## config.mk

```make
export PLATFORM = sky130hd
export DESIGN_NAME = muldiv_unit
export DESIGN_NICKNAME = d
export VERILOG_FILES = /design/src/rtl/muldiv_pkg.sv /design/src/rtl/muldiv_div_step.sv /design/src/rtl/muldiv_unit.sv
export SDC_FILE = /design/constraint.sdc
export NUM_CORES = 1
export LEC_CHECK = 0
export ABC_AREA = 0
export ABC_CLOCK_PERIOD_IN_PS = 7500
export BUFFER_PORTS_ARGS = -buffer_cell sky130_fd_sc_hd__buf_2
export CAP_MARGIN = 20
export CORE_MARGIN = 2
export CORE_UTILIZATION = 30
export DETAILED_ROUTE_END_ITERATION = 10
export GPL_TIMING_DRIVEN = 1
export PLACE_DENSITY_LB_ADDON = 0.2
export SLEW_MARGIN = 10
export SYNTH_ARGS = -nofsm -noshare
export SYNTH_HDL_FRONTEND = slang
export SYNTH_HIERARCHICAL = 1
export SYNTH_SLANG_ARGS = --single-unit
```

## constraint.sdc

```tcl
create_clock -name CLK -period 7.5 [get_ports CLK]
set_input_delay 0.75 -clock CLK [delete_from_list [all_inputs] [get_ports CLK]]
set_output_delay 0.75 -clock CLK [all_outputs]
set_load 0.01 [all_outputs]
```

## src/rtl/muldiv_pkg.sv

```systemverilog
`default_nettype none
// ============================================================================
// Module  : muldiv_pkg
// Brief   : Shared types and constants for the iterative RV32M mul/div unit.
// Revision: 1.0
// ============================================================================
package muldiv_pkg;

    localparam int XLEN       = 32;
    localparam int ITERATIONS = 32;
    localparam int CNT_W      = $clog2(ITERATIONS);

    typedef enum logic [2:0] {
        OP_MUL    = 3'b000,
        OP_MULH   = 3'b001,
        OP_MULHSU = 3'b010,
        OP_MULHU  = 3'b011,
        OP_DIV    = 3'b100,
        OP_DIVU   = 3'b101,
        OP_REM    = 3'b110,
        OP_REMU   = 3'b111
    } op_e;

    typedef enum logic [1:0] {
        ST_IDLE = 2'd0,
        ST_CALC = 2'd1,
        ST_DONE = 2'd2
    } state_e;

    function automatic logic [XLEN-1:0] magnitude(input logic [XLEN-1:0] v, input logic neg);
        return neg ? (~v + 1'b1) : v;
    endfunction

endpackage
`default_nettype wire

```

## src/rtl/muldiv_div_step.sv

```systemverilog
`default_nettype none
// ============================================================================
// Module  : muldiv_div_step
// Brief   : One combinational restoring-divide step on 32-bit magnitudes.
// Revision: 1.0
// ============================================================================
module muldiv_div_step
    import muldiv_pkg::*;
(
    input  logic [XLEN-1:0] i_rem,
    input  logic            i_bit,
    input  logic [XLEN-1:0] i_divisor,
    output logic [XLEN-1:0] o_rem,
    output logic            o_qbit
);

    logic [XLEN:0] w_diff;

    // The borrow out of the 33-bit trial subtraction decides restore vs. keep.
    always_comb begin
        w_diff = {i_rem, i_bit} - {1'b0, i_divisor};
        o_qbit = ~w_diff[XLEN];
        o_rem  = o_qbit ? w_diff[XLEN-1:0] : {i_rem[XLEN-2:0], i_bit};
    end

endmodule
`default_nettype wire

```

## src/rtl/muldiv_unit.sv

```systemverilog
`default_nettype none
// ============================================================================
// Module  : muldiv_unit
// Brief   : Fixed-latency iterative RV32M multiply/divide unit (32 iterations).
// Revision: 1.0
// ============================================================================
module muldiv_unit
    import muldiv_pkg::*;
(
    input  logic            CLK,
    input  logic            RESET,
    input  logic            START,
    input  logic [2:0]      OP,
    input  logic [XLEN-1:0] OPERAND_A,
    input  logic [XLEN-1:0] OPERAND_B,
    input  logic [4:0]      DEST_ADDR,
    input  logic            FLUSH,
    output logic            BUSY,
    output logic            RESULT_VALID,
    output logic [XLEN-1:0] RESULT,
    output logic [4:0]      RESULT_ADDR,
    output logic            WRITE
);

    state_e            state_q, state_d;
    logic [CNT_W-1:0]  cnt_q, cnt_d;
    op_e               op_q, op_d;
    logic [XLEN-1:0]   hi_q, hi_d, lo_q, lo_d, m_q, m_d;
    logic              neg_q, neg_d, dz_q, dz_d;
    logic [4:0]        addr_q, addr_d, result_addr_q, result_addr_d;
    logic [XLEN-1:0]   result_q, result_d;
    logic              valid_q, valid_d, write_q, write_d;

    logic              w_sa, w_sb;
    logic [XLEN:0]     w_sum;
    logic [XLEN-1:0]   w_div_rem;
    logic              w_div_qbit;
    logic [XLEN-1:0]   w_hi_nxt, w_lo_nxt, w_final;
    logic [2*XLEN-1:0] w_prod, w_prod_s;

    muldiv_div_step u_div_step (
        .i_rem     (hi_q),
        .i_bit     (lo_q[XLEN-1]),
        .i_divisor (m_q),
        .o_rem     (w_div_rem),
        .o_qbit    (w_div_qbit)
    );

    // hi/lo double as product {hi,lo} for multiply and {remainder,quotient} for divide.
    always_comb begin
        w_sum = {1'b0, hi_q} + (lo_q[0] ? {1'b0, m_q} : {(XLEN+1){1'b0}});
        if (op_q[2]) begin
            w_hi_nxt = w_div_rem;
            w_lo_nxt = {lo_q[XLEN-2:0], w_div_qbit};
        end else begin
            w_hi_nxt = w_sum[XLEN:1];
            w_lo_nxt = {w_sum[0], lo_q[XLEN-1:1]};
        end
        w_prod   = {w_hi_nxt, w_lo_nxt};
        w_prod_s = neg_q ? (~w_prod + 1'b1) : w_prod;
        case (op_q)
            OP_MUL:                       w_final = w_prod_s[XLEN-1:0];
            OP_MULH, OP_MULHSU, OP_MULHU: w_final = w_prod_s[2*XLEN-1:XLEN];
            OP_DIV, OP_DIVU:              w_final = dz_q ? {XLEN{1'b1}} : magnitude(w_lo_nxt, neg_q);
            default:                      w_final = magnitude(w_hi_nxt, neg_q);
        endcase
    end

    assign w_sa = OPERAND_A[XLEN-1] &
                  (OP == OP_MULH || OP == OP_MULHSU || OP == OP_DIV || OP == OP_REM);
    assign w_sb = OPERAND_B[XLEN-1] & (OP == OP_MULH || OP == OP_DIV || OP == OP_REM);

    always_comb begin
        state_d       = state_q;
        cnt_d         = cnt_q;
        op_d          = op_q;
        hi_d          = hi_q;
        lo_d          = lo_q;
        m_d           = m_q;
        neg_d         = neg_q;
        dz_d          = dz_q;
        addr_d        = addr_q;
        result_d      = result_q;
        result_addr_d = result_addr_q;
        valid_d       = 1'b0;
        write_d       = 1'b0;
        case (state_q)
            ST_IDLE: begin
                if (START && !FLUSH) begin
                    state_d = ST_CALC;
                    cnt_d   = '0;
                    op_d    = op_e'(OP);
                    addr_d  = DEST_ADDR;
                    hi_d    = '0;
                    lo_d    = OP[2] ? magnitude(OPERAND_A, w_sa) : magnitude(OPERAND_B, w_sb);
                    m_d     = OP[2] ? magnitude(OPERAND_B, w_sb) : magnitude(OPERAND_A, w_sa);
                    // Remainder follows the dividend sign; everything else follows sign XOR.
                    neg_d   = (OP == OP_REM) ? w_sa : (w_sa ^ w_sb);
                    dz_d    = (OPERAND_B == '0);
                end
            end
            ST_CALC: begin
                if (FLUSH) begin
                    state_d = ST_IDLE;
                end else begin
                    hi_d  = w_hi_nxt;
                    lo_d  = w_lo_nxt;
                    cnt_d = cnt_q + CNT_W'(1);
                    if (cnt_q == CNT_W'(ITERATIONS - 1)) begin
                        state_d       = ST_DONE;
                        result_d      = w_final;
                        result_addr_d = addr_q;
                        valid_d       = 1'b1;
                        write_d       = (addr_q != 5'd0);
                    end
                end
            end
            default: state_d = ST_IDLE;
        endcase
    end

    always_ff @(posedge CLK or posedge RESET) begin
        if (RESET) begin
            state_q       <= ST_IDLE;
            cnt_q         <= '0;
            op_q          <= OP_MUL;
            hi_q          <= '0;
            lo_q          <= '0;
            m_q           <= '0;
            neg_q         <= 1'b0;
            dz_q          <= 1'b0;
            addr_q        <= '0;
            result_q      <= '0;
            result_addr_q <= '0;
            valid_q       <= 1'b0;
            write_q       <= 1'b0;
        end else begin
            state_q       <= state_d;
            cnt_q         <= cnt_d;
            op_q          <= op_d;
            hi_q          <= hi_d;
            lo_q          <= lo_d;
            m_q           <= m_d;
            neg_q         <= neg_d;
            dz_q          <= dz_d;
            addr_q        <= addr_d;
            result_q      <= result_d;
            result_addr_q <= result_addr_d;
            valid_q       <= valid_d;
            write_q       <= write_d;
        end
    end

    assign BUSY         = (state_q != ST_IDLE);
    assign RESULT_VALID = valid_q;
    assign WRITE        = write_q;
    assign RESULT       = result_q;
    assign RESULT_ADDR  = result_addr_q;

endmodule
`default_nettype wire

```

==> results of run 1 <==
worst max path at each step:
stage                                         to  depth (start not counted)            startpoint  slack, ps
after floorplan           RESULT[30]$_DFFE_PP0P_                         26  lo_q[31]$_DFFE_PP0P_       1890
after global placement    RESULT[28]$_DFFE_PP0P_                         23  lo_q[31]$_DFFE_PP0P_       1320
after detailed placement  RESULT[28]$_DFFE_PP0P_                         23  lo_q[31]$_DFFE_PP0P_       1130
after CTS                 RESULT[28]$_DFFE_PP0P_                         23  lo_q[31]$_DFFE_PP0P_       1090
after global routing      RESULT[30]$_DFFE_PP0P_                         23  lo_q[31]$_DFFE_PP0P_        540
final                     RESULT[28]$_DFFE_PP0P_                         23  lo_q[31]$_DFFE_PP0P_        960
synth_stat cells (8+ instances only):
master and n:
o31ai_1 31, mux2_2 11, nor3b_1 22, a21o_1 32, a21oi_1 189, nor2b_1 8
nand2b_1 13, ha_1 70, nor2_1 187, mux2i_1 53, nand3_1 45, xor2_1 72
clkbuf_1 88, nor4_1 18, or4_1 15, and3_1 10, and2_1 42, o221ai_1 21
nand4_1 21, inv_1 61, nand2_1 275, o21a_1 15, or3_1 22, xnor2_1 63
a31oi_1 19, a22o_1 17, o41ai_1 14, nor3_1 54, a211oi_1 17, buf_2 17
o22ai_1 15, dfrtp_1 152, mux2_4 19, o211ai_1 16, o21ai_0 195
stage by stage:
stage / instances / power (W)
floorplan: 2100 / 0.00463
CTS: 2847 / 0.00693
finish: 2847 / 0.00697
detailed placement: 2815 / 0.00593
global route: 2847 / 0.00745
global placement: 2815 / 0.00592
power groups by stage:
| stage | combinational (W) | clock (W) | sequential, W |
|---|---|---|---|
| 2_1_floorplan | 0.00348 | 0 | 0.00115 |
| 3_3_place_gp | 0.00462 | 0 | 0.00130 |
| 3_5_place_dp | 0.00462 | 0 | 0.00130 |
| 4_1_cts | 0.00465 | 0.000992 | 0.00129 |
| 5_1_grt | 0.00511 | 0.00102 | 0.00132 |
| 6_report | 0.00471 | 0.000966 | 0.00130 |
cell families (layout without fill, tap and decap cells):
logic type / count (synthesis) / in the layout / synth area share (%)
AND/OR/NAND/NOR: 777 / 777 / 23.5
AO/OA/AOI/OAI: 690 / 690 / 27.9
buffers and inverters: 189 / 248 / 5.41
flip-flops: 152 / 152 / 23.9
XOR/XNOR: 135 / 135 / 7.43
multiplexers: 85 / 85 / 6.13
adder cells (fa/ha/maj): 72 / 72 / 5.75
flip-flops by register name (all words and copies together), names as in the netlist, 2 cells and up:
register,cells
RESULT,32
state_q,2
hi_q,32
RESULT_ADDR,5
m_q,32
addr_q,5
op_q,3
lo_q,32
cnt_q,5
area by class of cell:
type	instances	area, um2	area share [%]
Inverter	64	253	1.43
Timing Repair Buffer	152	853	4.82
Clock inverter	13	184	1.04
Sequential cell	152	3810	21.5
Multi-Input combinational cell	1759	11300	63.8
Tap cell	688	861	4.87
Clock buffer	19	443	2.50
routing by layer:
layer	share of wire (%)	vias to the layer above	GRT usage, %
li1	-	7769	-
met1	47	7851	32.5
met2	46	510	38.1
met3	4.2	77	2.94
met4	3.3	0	8.67
met5	0	-	0
==> impl_metrics.csv, run 1 <==
group,metric,value,unit
run_status,outcome,"complete, no violations",
critical_path,cpPeakStageDelay,630,ps
critical_path,required,7930,ps
critical_path,path_cells,"inv_1 > ha_1 > fa_1 > and2b_1 > o2111ai_2 > a21oi_2 > o2111ai_1 > a211oi_2 > nor2_4 > mux2i_4 > and2_4 > o21ai_0 > mux2i_1 > ha_1 > nor3b_1 > and4_1 > nor3b_4 > and4_1 > nand3_2 > or4_1 > or4_1 > nand4_1 > o22a_1",
placed_design,placed_area,17100,um2
critical_path,reg2regPathDepth,23,
placed_design,gp_congestion,0.919,
clocking,cts.sinks,152,
finish,n_fill_cell,5653,
die,die_h,234,um
sta,hold_viol,0,
sta,fin_worst_skew,15.7,ps
drt,drt_iter0_drc,1235,
synthesis,synth_fp_nets,2248,
synthesis,synth_async_sr_flop_share,100,%
pwr,pwr-share-clk,13.9,%
critical_path,cp.buffers_inverters,1,
die,fp.coreArea,52600,um2
sta,slew_viol_final,0,
critical_path,worst-r2r-setup-slack,960,ps
critical_path,path_class,"register to register",
pwr,powerDensity,394,nW/um2
drt,drt-wirelength-per-cell,22.7,um
drt,drtAntennaViolNets,0,
clocking,cts_setup_buffers,0,
sta,tightestPinTransition,1070,ps
clocking,worstSkewPairLatency,490,ps
drt,wirelength,64600,um
critical_path,r2r-end,"RESULT[28]$_DFFE_PP0P_",
clocking,cts.clk_slew.worst_paths,70,ps
synthesis,synth_edf_count,0,
critical_path,slowest_stage,"or4_1",
finish,mostFrequentLayoutCells,"nand2_1 (275), o21ai_0 (195), a21oi_1 (189)",
sta,hold-worst-slack,388,ps
pwr,p_sw,0.00365,W
sta,period_share,87.2,%
hold_path,hp-class,"input port to async pin",
drt,vias_per_cell,5.69,
synthesis,yosysSeqAreaShare,23.9,%
clocking,cts_tree,"done",
pwr,intPower,0.00332,W
die,io_pins,116,
synthesis,synth_top_area_cell,"dfrtp_1",
critical_path,reg2reg_from,"lo_q[31]$_DFFE_PP0P_",
pwr,comb_power_share,67.5,%
synthesis,synth_seq_cells,152,
placed_design,portBuffers,115,
synthesis,synth_area_leaders,"dfrtp_1 (24%), nand2_1 (6.5%), o21ai_0 (6.1%)",
die,die_area,54900,um2
sta,fmax,153,MHz
drt,num_vias,16207,
critical_path,crit_family,"simple AND/OR/NAND/NOR gates",
job,max-cap-violations,0,
die,die_w,234,um
synthesis,synth.avg_cell_area,7.58,um2
finish,drive_above_1_share,12.5,%
clocking,clock_path_buffers,2,
pwr,switching_share,52.3,%
global_route,grt_usage,23.7,%
sta,fin_ws,961,ps
die,start_util,30.3,%
synthesis,yosysTopAreaCellShare,23.9,%
critical_path,endpoint_kind,"register",
sta,maxSlewHeadroom,27.8,%
synthesis,netlist_instances,2100,
clocking,cts_resized,0,
finish,antennaDiodeCount,0,
clocking,cts_hold_buffers,0,
synthesis,syn_area,15900,um2
critical_path,critPathMaxFanout,11,
finish,fin_nets,2294,
critical_path,critPathLaunchType,"register",
synthesis,yosys_warnings,6,
pwr,irDropWorstVdd,158,uV
pwr,p_leak,7.59,nW
finish,syn_to_final_growth,11.1,%
pwr,p_seq_share,18.6,%
placed_design,dp_hpwl,50400,um
sta,fin_crit,6540,ps
die,num_rows,84,
sta,setup-tns-final,0,ps
sta,setup_viol,0,
global_route,grt_pass1_vias,15392,
synthesis,netlist-cell-type-count,115,
synthesis,synth_flop_cell,"dfrtp_1",
clocking,cts_buffers,17,
global_route,grt_max_degree,97,
global_route,antenna_found_initial,4,
sta,rsz0062_at_grt,"no",
drt,dr.pass1.iters,5,
finish,final_util,33.7,%
drt,drc,0,
critical_path,cp.arrival,6960,ps
placed_design,place_ws,1130,ps
clocking,cts_max_level,4,
global_route,grt_pass1_wl,97500,um
finish,final_design_area_no_fill,17700,um2
finish,final_common_cell,"nand2_1",
clocking,cts_root_buf,"clkbuf_16",
global_route,overflow,0,
Note: power is estimated with default switching activity, not from simulation.
==> run 2, diff against run 1 <==
--- a/config.mk
+++ b/config.mk
@@ -6,7 +6,7 @@
 export NUM_CORES = 1
 export LEC_CHECK = 0
 export ABC_AREA = 0
-export ABC_CLOCK_PERIOD_IN_PS = 7500
+export ABC_CLOCK_PERIOD_IN_PS = 5600
 export BUFFER_PORTS_ARGS = -buffer_cell sky130_fd_sc_hd__buf_2
 export CAP_MARGIN = 20
 export CORE_MARGIN = 2
==> constraint.sdc (replaced) <==
create_clock -name CLK -period 5.6 [get_ports CLK]
set_input_delay 1.12 -clock CLK [delete_from_list [all_inputs] [get_ports CLK]]
set_output_delay 1.12 -clock CLK [all_outputs]
set_load 0.01 [all_outputs]
==> impl_metrics.csv, run 2 (synthesis results as in run 1) <==
group,metric,value,unit
critical_path,slowest_stage,"or4_4",
die,num_rows,84,
sta,setup_viol,0,
clocking,cts_max_level,4,
finish,mostFrequentLayoutCells,"nand2_1 (273), o21ai_0 (191), a21oi_1 (187)",
critical_path,cp.buffers_inverters,3,
clocking,clock_path_buffers,2,
die,die_h,234,um
clocking,worstSkewPairLatency,490,ps
finish,syn_to_final_growth,16.8,%
pwr,powerDensity,550,nW/um2
global_route,grt_pass1_wl,101000,um
clocking,cts_root_buf,"clkbuf_16",
run_status,outcome,"complete, no violations",
critical_path,cpPeakStageDelay,530,ps
sta,fin_crit,5480,ps
critical_path,path_class,"register to register",
pwr,irDropWorstVdd,268,uV
drt,drc,0,
finish,fin_nets,2391,
finish,finalNonFillerCells,2944,
clocking,cts_tree,"done",
placed_design,placedCellCount,2901,
hold_path,hp-class,"register to register",
placed_design,gp_congestion,0.996,
drt,dr.pass1.iters,5,
global_route,grt_max_degree,89,
sta,hold_viol,0,
drt,drtAntennaViolNets,0,
sta,fmax,183,MHz
sta,period_share,97.8,%
drt,drt-wirelength-per-cell,22.7,um
placed_design,portBuffers,115,
sta,slew_viol_final,0,
critical_path,required,6030,ps
pwr,p_total,0.0102,W
clocking,cts_buffers,17,
drt,drt_iter0_drc,1619,
drt,num_vias,16754,
clocking,cts.clk_slew.worst_paths,70,ps
pwr,p_leak,8.08,nW
sta,rsz0062_at_grt,"yes",
sta,setup-tns-final,0,ps
sta,maxSlewHeadroom,33.1,%
global_route,grt_pass1_vias,16007,
sta,fin_worst_skew,22.2,ps
placed_design,dp_hpwl,53300,um
finish,drive_above_1_share,17.9,%
global_route,grt_usage,24.5,%
die,io_pins,116,
die,die_area,54900,um2
global_route,overflow,0,
critical_path,critPathLaunchType,"register",
job,max-cap-violations,0,
global_route,antenna_found_initial,4,
critical_path,critPathMaxFanout,7,
finish,antennaDiodeCount,0,
critical_path,path_cells,"inv_1 > ha_2 > fa_2 > and2b_1 > o2111ai_2 > a21oi_2 > o2111ai_2 > a211oi_2 > nor2_4 > mux2i_4 > and2_4 > inv_8 > buf_12 > mux2_4 > a21oi_2 > and3b_1 > and4_1 > nor3b_4 > and4_1 > nand3_2 > or4_4 > or4_4 > nand4_1 > o22a_1",
clocking,cts.sinks,152,
drt,wirelength,66900,um
critical_path,crit_family,"simple AND/OR/NAND/NOR gates",
die,start_util,30.3,%
drt,vias_per_cell,5.69,
critical_path,endpoint_kind,"register",
sta,tightestPinTransition,988,ps
finish,final_common_cell,"nand2_1",
die,fp.coreArea,52600,um2
critical_path,cp.arrival,5910,ps
die,die_w,234,um
-- run 2: changes by cell type in the layout (fill, tap and decap cells not counted), moves of 4 or more --
cell     before  now
buf_4        37  129
o21ai_0     195  191
o41ai_1      14   10
o41ai_2       0    4
-- run 2: layout make-up --
class / count / area (um2)
inverter: 64 / 253
multi-input combinational: 1759 / 11500
clock inverter: 13 / 135
tap: 688 / 861
fill: 5653 / 34000
clock buffer: 19 / 433
sequential: 152 / 3810
timing repair buffer: 249 / 1620
-- run 2: path summary, 6_finish.rpt --
check	start	endpoint	slack, ps	depth (start not counted)
worst max-delay path	lo_q[31]$_DFFE_PP0P_	RESULT[28]$_DFFE_PP0P_	120	24
worst min-delay path	RESULT_ADDR[0]$_DFFE_PP0P_	RESULT_ADDR[0]$_DFFE_PP0P_	470	2
worst max register to register	lo_q[31]$_DFFE_PP0P_	RESULT[28]$_DFFE_PP0P_	120	24
worst min register to register	RESULT_ADDR[0]$_DFFE_PP0P_	RESULT_ADDR[0]$_DFFE_PP0P_	470	2
max in group asynchronous	RESET	neg_q$_DFFE_PP0P_	3910	3
min in group asynchronous	RESET	m_q[8]$_DFFE_PP0P_	810	2
-- run 2: what timing repair did --
action / 4_1_cts / 5_1_grt
hold buffers: 0 / 0
setup endpoints to repair: 4 / 27
resized for setup: 2 / 51
buffers inserted: 0 / 11
pin swaps: 1 / 27
-- run 2: where the power goes --
group          internal [W]  switching [W]  total [W]  leakage, nW
Combinational       0.00299        0.00434    0.00733         5.84
Clock              0.000625       0.000556    0.00118        0.271
Sequential          0.00133       0.000395    0.00173         1.97
-- run 2: metal layers --
metal / part of all wire, % / up-vias / wire, um / track usage (%)
li1: - / 7960 / - / -
met1: 44 / 8046 / 29500 / 32.9
met2: 46 / 654 / 30800 / 40.0
met3: 6.1 / 94 / 4110 / 3.54
met4: 3.6 / 0 / 2390 / 8.73
met5: 0 / - / 0 / 0
-- run 2: worst min-delay path, delay by kind of cell (launching register included) --
kind             cells  cell delay (ps)
DFF                  1              340
and+or+nand+nor      2              110
-- run 2: per-stage QoR --
stage | util (%) | hold slack (ps) | area (um2) | worst slack, ps
floorplan | - | 456 | 15900 | 59.0
global placement | 33.7 | 458 | 17700 | 69.9
detailed placement | 33.7 | 456 | 17700 | -11.4
CTS | 34.8 | 478 | 18300 | 15.5
global route | 35.4 | 507 | 18600 | -115
finish | 35.4 | 474 | 18600 | 124
==> run 3, diff against run 2 <==
--- a/config.mk
+++ b/config.mk
@@ -5,7 +5,7 @@
 export SDC_FILE = /design/constraint.sdc
 export NUM_CORES = 1
 export LEC_CHECK = 0
-export ABC_AREA = 0
+export ABC_AREA = 1
 export ABC_CLOCK_PERIOD_IN_PS = 5600
 export BUFFER_PORTS_ARGS = -buffer_cell sky130_fd_sc_hd__buf_2
 export CAP_MARGIN = 20
@@ -14,6 +14,7 @@
 export DETAILED_ROUTE_END_ITERATION = 10
 export GPL_TIMING_DRIVEN = 1
 export PLACE_DENSITY_LB_ADDON = 0.2
+export REMOVE_ABC_BUFFERS = 1
 export SLEW_MARGIN = 10
 export SYNTH_ARGS = -nofsm -noshare
 export SYNTH_HDL_FRONTEND = slang
==> impl_metrics.csv, run 3 <==
group,metric,value,unit
run_status,outcome,"complete, no violations",
clocking,cts.clk_slew.worst_paths,80,ps
placed_design,portBuffers,115,
synthesis,synth_edf_count,0,
finish,finalNonFillerCells,3954,
hold_path,hp-class,"register to register",
critical_path,reg2regPathDepth,32,
die,die_h,246,um
clocking,worstSkewPairLatency,480,ps
hold_path,hold_start,"RESULT[3]$_DFFE_PP0P_",
clocking,cts_max_level,4,
sta,period_share,82.4,%
die,num_rows,88,
global_route,overflow,0,
sta,slew_viol_final,0,
placed_design,gp_congestion,0.959,
critical_path,worst-r2r-setup-slack,980,ps
synthesis,yosysMostFrequentCell,"nand2_1",
drt,drt-wirelength-per-cell,17.9,um
finish,regArea,3810,um2
synthesis,synth_top_area_cell,"nand2_1",
clocking,cts_resized,0,
critical_path,slowest_stage,"fa_1",
placed_design,dp_hpwl,57400,um
clocking,cts_setup_buffers,0,
clocking,cts_root_buf,"clkbuf_16",
critical_path,crit_family,"simple AND/OR/NAND/NOR gates",
synthesis,synthAdderAreaFrac,5.21,%
finish,antennaDiodeCount,0,
synthesis,synth_async_sr_flop_share,100,%
job,max-cap-violations,0,
pwr,p_total,0.0107,W
finish,final_common_cell,"nand2_1",
synthesis,yosysTopAreaCellShare,24.8,%
sta,hold_viol,0,
synthesis,synth-compound-area-share,13.0,%
clocking,clock_path_buffers,2,
synthesis,yosys-top-cells-count,"nand2_1 (1,160), inv_1 (492), nor2_1 (280)",
pwr,irDropWorstVdd,233,uV
critical_path,reg2reg_from,"lo_q[31]$_DFFE_PP0P_",
global_route,grt_max_degree,81,
synthesis,synth_simple_gate_area_share,42.2,%
drt,wirelength,70600,um
critical_path,critPathMaxFanout,33,
hold_path,hold_end,"RESULT[3]$_DFFE_PP0P_",
critical_path,endpoint_kind,"register",
global_route,grt_pass1_wl,108000,um
drt,drc,0,
pwr,intPower,0.00427,W
sta,fin_crit,4620,ps
sta,maxSlewHeadroom,21.6,%
synthesis,netlist_instances,3105,
die,io_pins,116,
die,die_w,246,um
die,start_util,30.4,%
synthesis,synth.avg_cell_area,5.66,um2
critical_path,cp.buffers_inverters,3,
clocking,cts_hold_buffers,0,
synthesis,synth_top_family_by_area,"simple AND/OR/NAND/NOR gates",
finish,n_fill_cell,6595,
finish,fin_nets,3324,
placed_design,placedCellCount,3922,
global_route,antenna_found_initial,1,
global_route,grt_pass1_vias,18053,
synthesis,synth_flop_cell,"dfrtp_1",
synthesis,netlist-cell-type-count,58,
pwr,p_leak,10.9,nW
drt,num_vias,19333,
drt,dr.pass1.iters,6,
clocking,cts_tree,"done",
critical_path,path_class,"register to register",
die,die_area,60600,um2
critical_path,cpPeakStageDelay,420,ps
die,fp.coreArea,57800,um2
pwr,powerDensity,547,nW/um2
pwr,pwr-share-clk,11.9,%
finish,multi_input_area,11500,um2
synthesis,yosys_warnings,6,
critical_path,required,5970,ps
sta,fin_worst_skew,11.0,ps
drt,drtAntennaViolNets,0,
pwr,p_seq_share,16.0,%
finish,mostFrequentLayoutCells,"nand2_1 (1,160), inv_1 (491), nor2_1 (277)",
synthesis,synth_area_leaders,"nand2_1 (25%), dfrtp_1 (22%), inv_1 (11%)",
sta,tightestPinTransition,1160,ps
hold_path,hold_depth,2,
global_route,grt_usage,23.3,%
critical_path,critPathLaunchType,"register",
finish,drive_above_1_share,8.09,%
synthesis,synth.area.mux_share,0,%
synthesis,synthXorXnorAreaFrac,4.58,%
synthesis,syn_area,17600,um2
drt,vias_per_cell,4.89,
pwr,switching_share,60.0,%
pwr,comb_power_share,72.2,%
critical_path,r2r-end,"RESULT[30]$_DFFE_PP0P_",
sta,hold-worst-slack,481,ps
sta,fmax,217,MHz
critical_path,cpMostUsedCell,"nand2_1",
clocking,cts_buffers,17,
sta,rsz0062_at_grt,"no",
sta,setup_viol,0,
synthesis,synth_seq_cells,152,
synthesis,yosysSeqAreaShare,21.6,%
finish,syn_to_final_growth,11.1,%
sta,setup-tns-final,0,ps
critical_path,cp.arrival,4990,ps
drt,drt_iter0_drc,1575,
clocking,cts.sinks,152,
pwr,p_sw,0.00642,W
[run 3: through the flow]
step / setup slack [ps] / util [%] / cell area, um2
6_report: 985 / 33.8 / 19500
3_3_place_gp: 1170 / 32.7 / 18900
3_5_place_dp: 1080 / 32.7 / 18900
4_1_cts: 1060 / 33.8 / 19500
2_1_floorplan: 387 / - / 17100
5_1_grt: 506 / 33.8 / 19500
[run 3: cell type report]
class                      count  share of cell area, %
tap                          765                   4.90
timing repair buffer         144                   4.06
clock buffer                  19                   2.32
sequential                   152                   19.5
inverter                     509                   9.80
clock inverter                13                  0.832
multi-input combinational   2352                   58.6
[run 3: layer usage]
layer	wire length (um)	vias to the layer above	part of all wire [%]	global-route usage, %
li1	-	9874	-	-
met1	33000	8833	47	32.2
met2	31700	543	45	37.2
met3	3390	81	4.8	2.70
met4	2430	2	3.4	8.34
met5	13	-	0.018	0
[run 3: tightest hold or removal path: stages (launching register included)]
cell and delay, ps:
dfrtp_1 340, nand2_1 50, nand2_1 60
[run 3: how the worst max path moves through the flow]
| stage | slack [ps] | start | end | cells after the start |
|---|---|---|---|---|
| after floorplan | 390 | RESET | RESULT[0]$_DFFE_PP0P_ | 1 |
| after global placement | 1170 | lo_q[31]$_DFFE_PP0P_ | RESULT[28]$_DFFE_PP0P_ | 32 |
| after detailed placement | 1080 | lo_q[31]$_DFFE_PP0P_ | RESULT[30]$_DFFE_PP0P_ | 32 |
| after CTS | 1060 | lo_q[31]$_DFFE_PP0P_ | RESULT[30]$_DFFE_PP0P_ | 32 |
| after global routing | 510 | lo_q[31]$_DFFE_PP0P_ | RESULT[30]$_DFFE_PP0P_ | 32 |
| final | 980 | lo_q[31]$_DFFE_PP0P_ | RESULT[30]$_DFFE_PP0P_ | 32 |
[run 3: cells by family after synthesis]
group | Yosys count
XOR/XNOR | 92
AND/OR/NAND/NOR | 1797
flip-flops | 152
buffers and inverters | 601
AO/OA/AOI/OAI | 391
adder cells (fa/ha/maj) | 72
[run 3: power groups by stage]
| stage | combinational (W) | sequential [W] | clock (W) |
|---|---|---|---|
| after floorplan | 0.00517 | 0.00160 | 0 |
| after global placement | 0.00758 | 0.00170 | 0 |
| after detailed placement | 0.00753 | 0.00171 | 0 |
| after CTS | 0.00757 | 0.00169 | 0.00128 |
| after global routing | 0.00855 | 0.00173 | 0.00133 |
| final | 0.00771 | 0.00171 | 0.00127 |
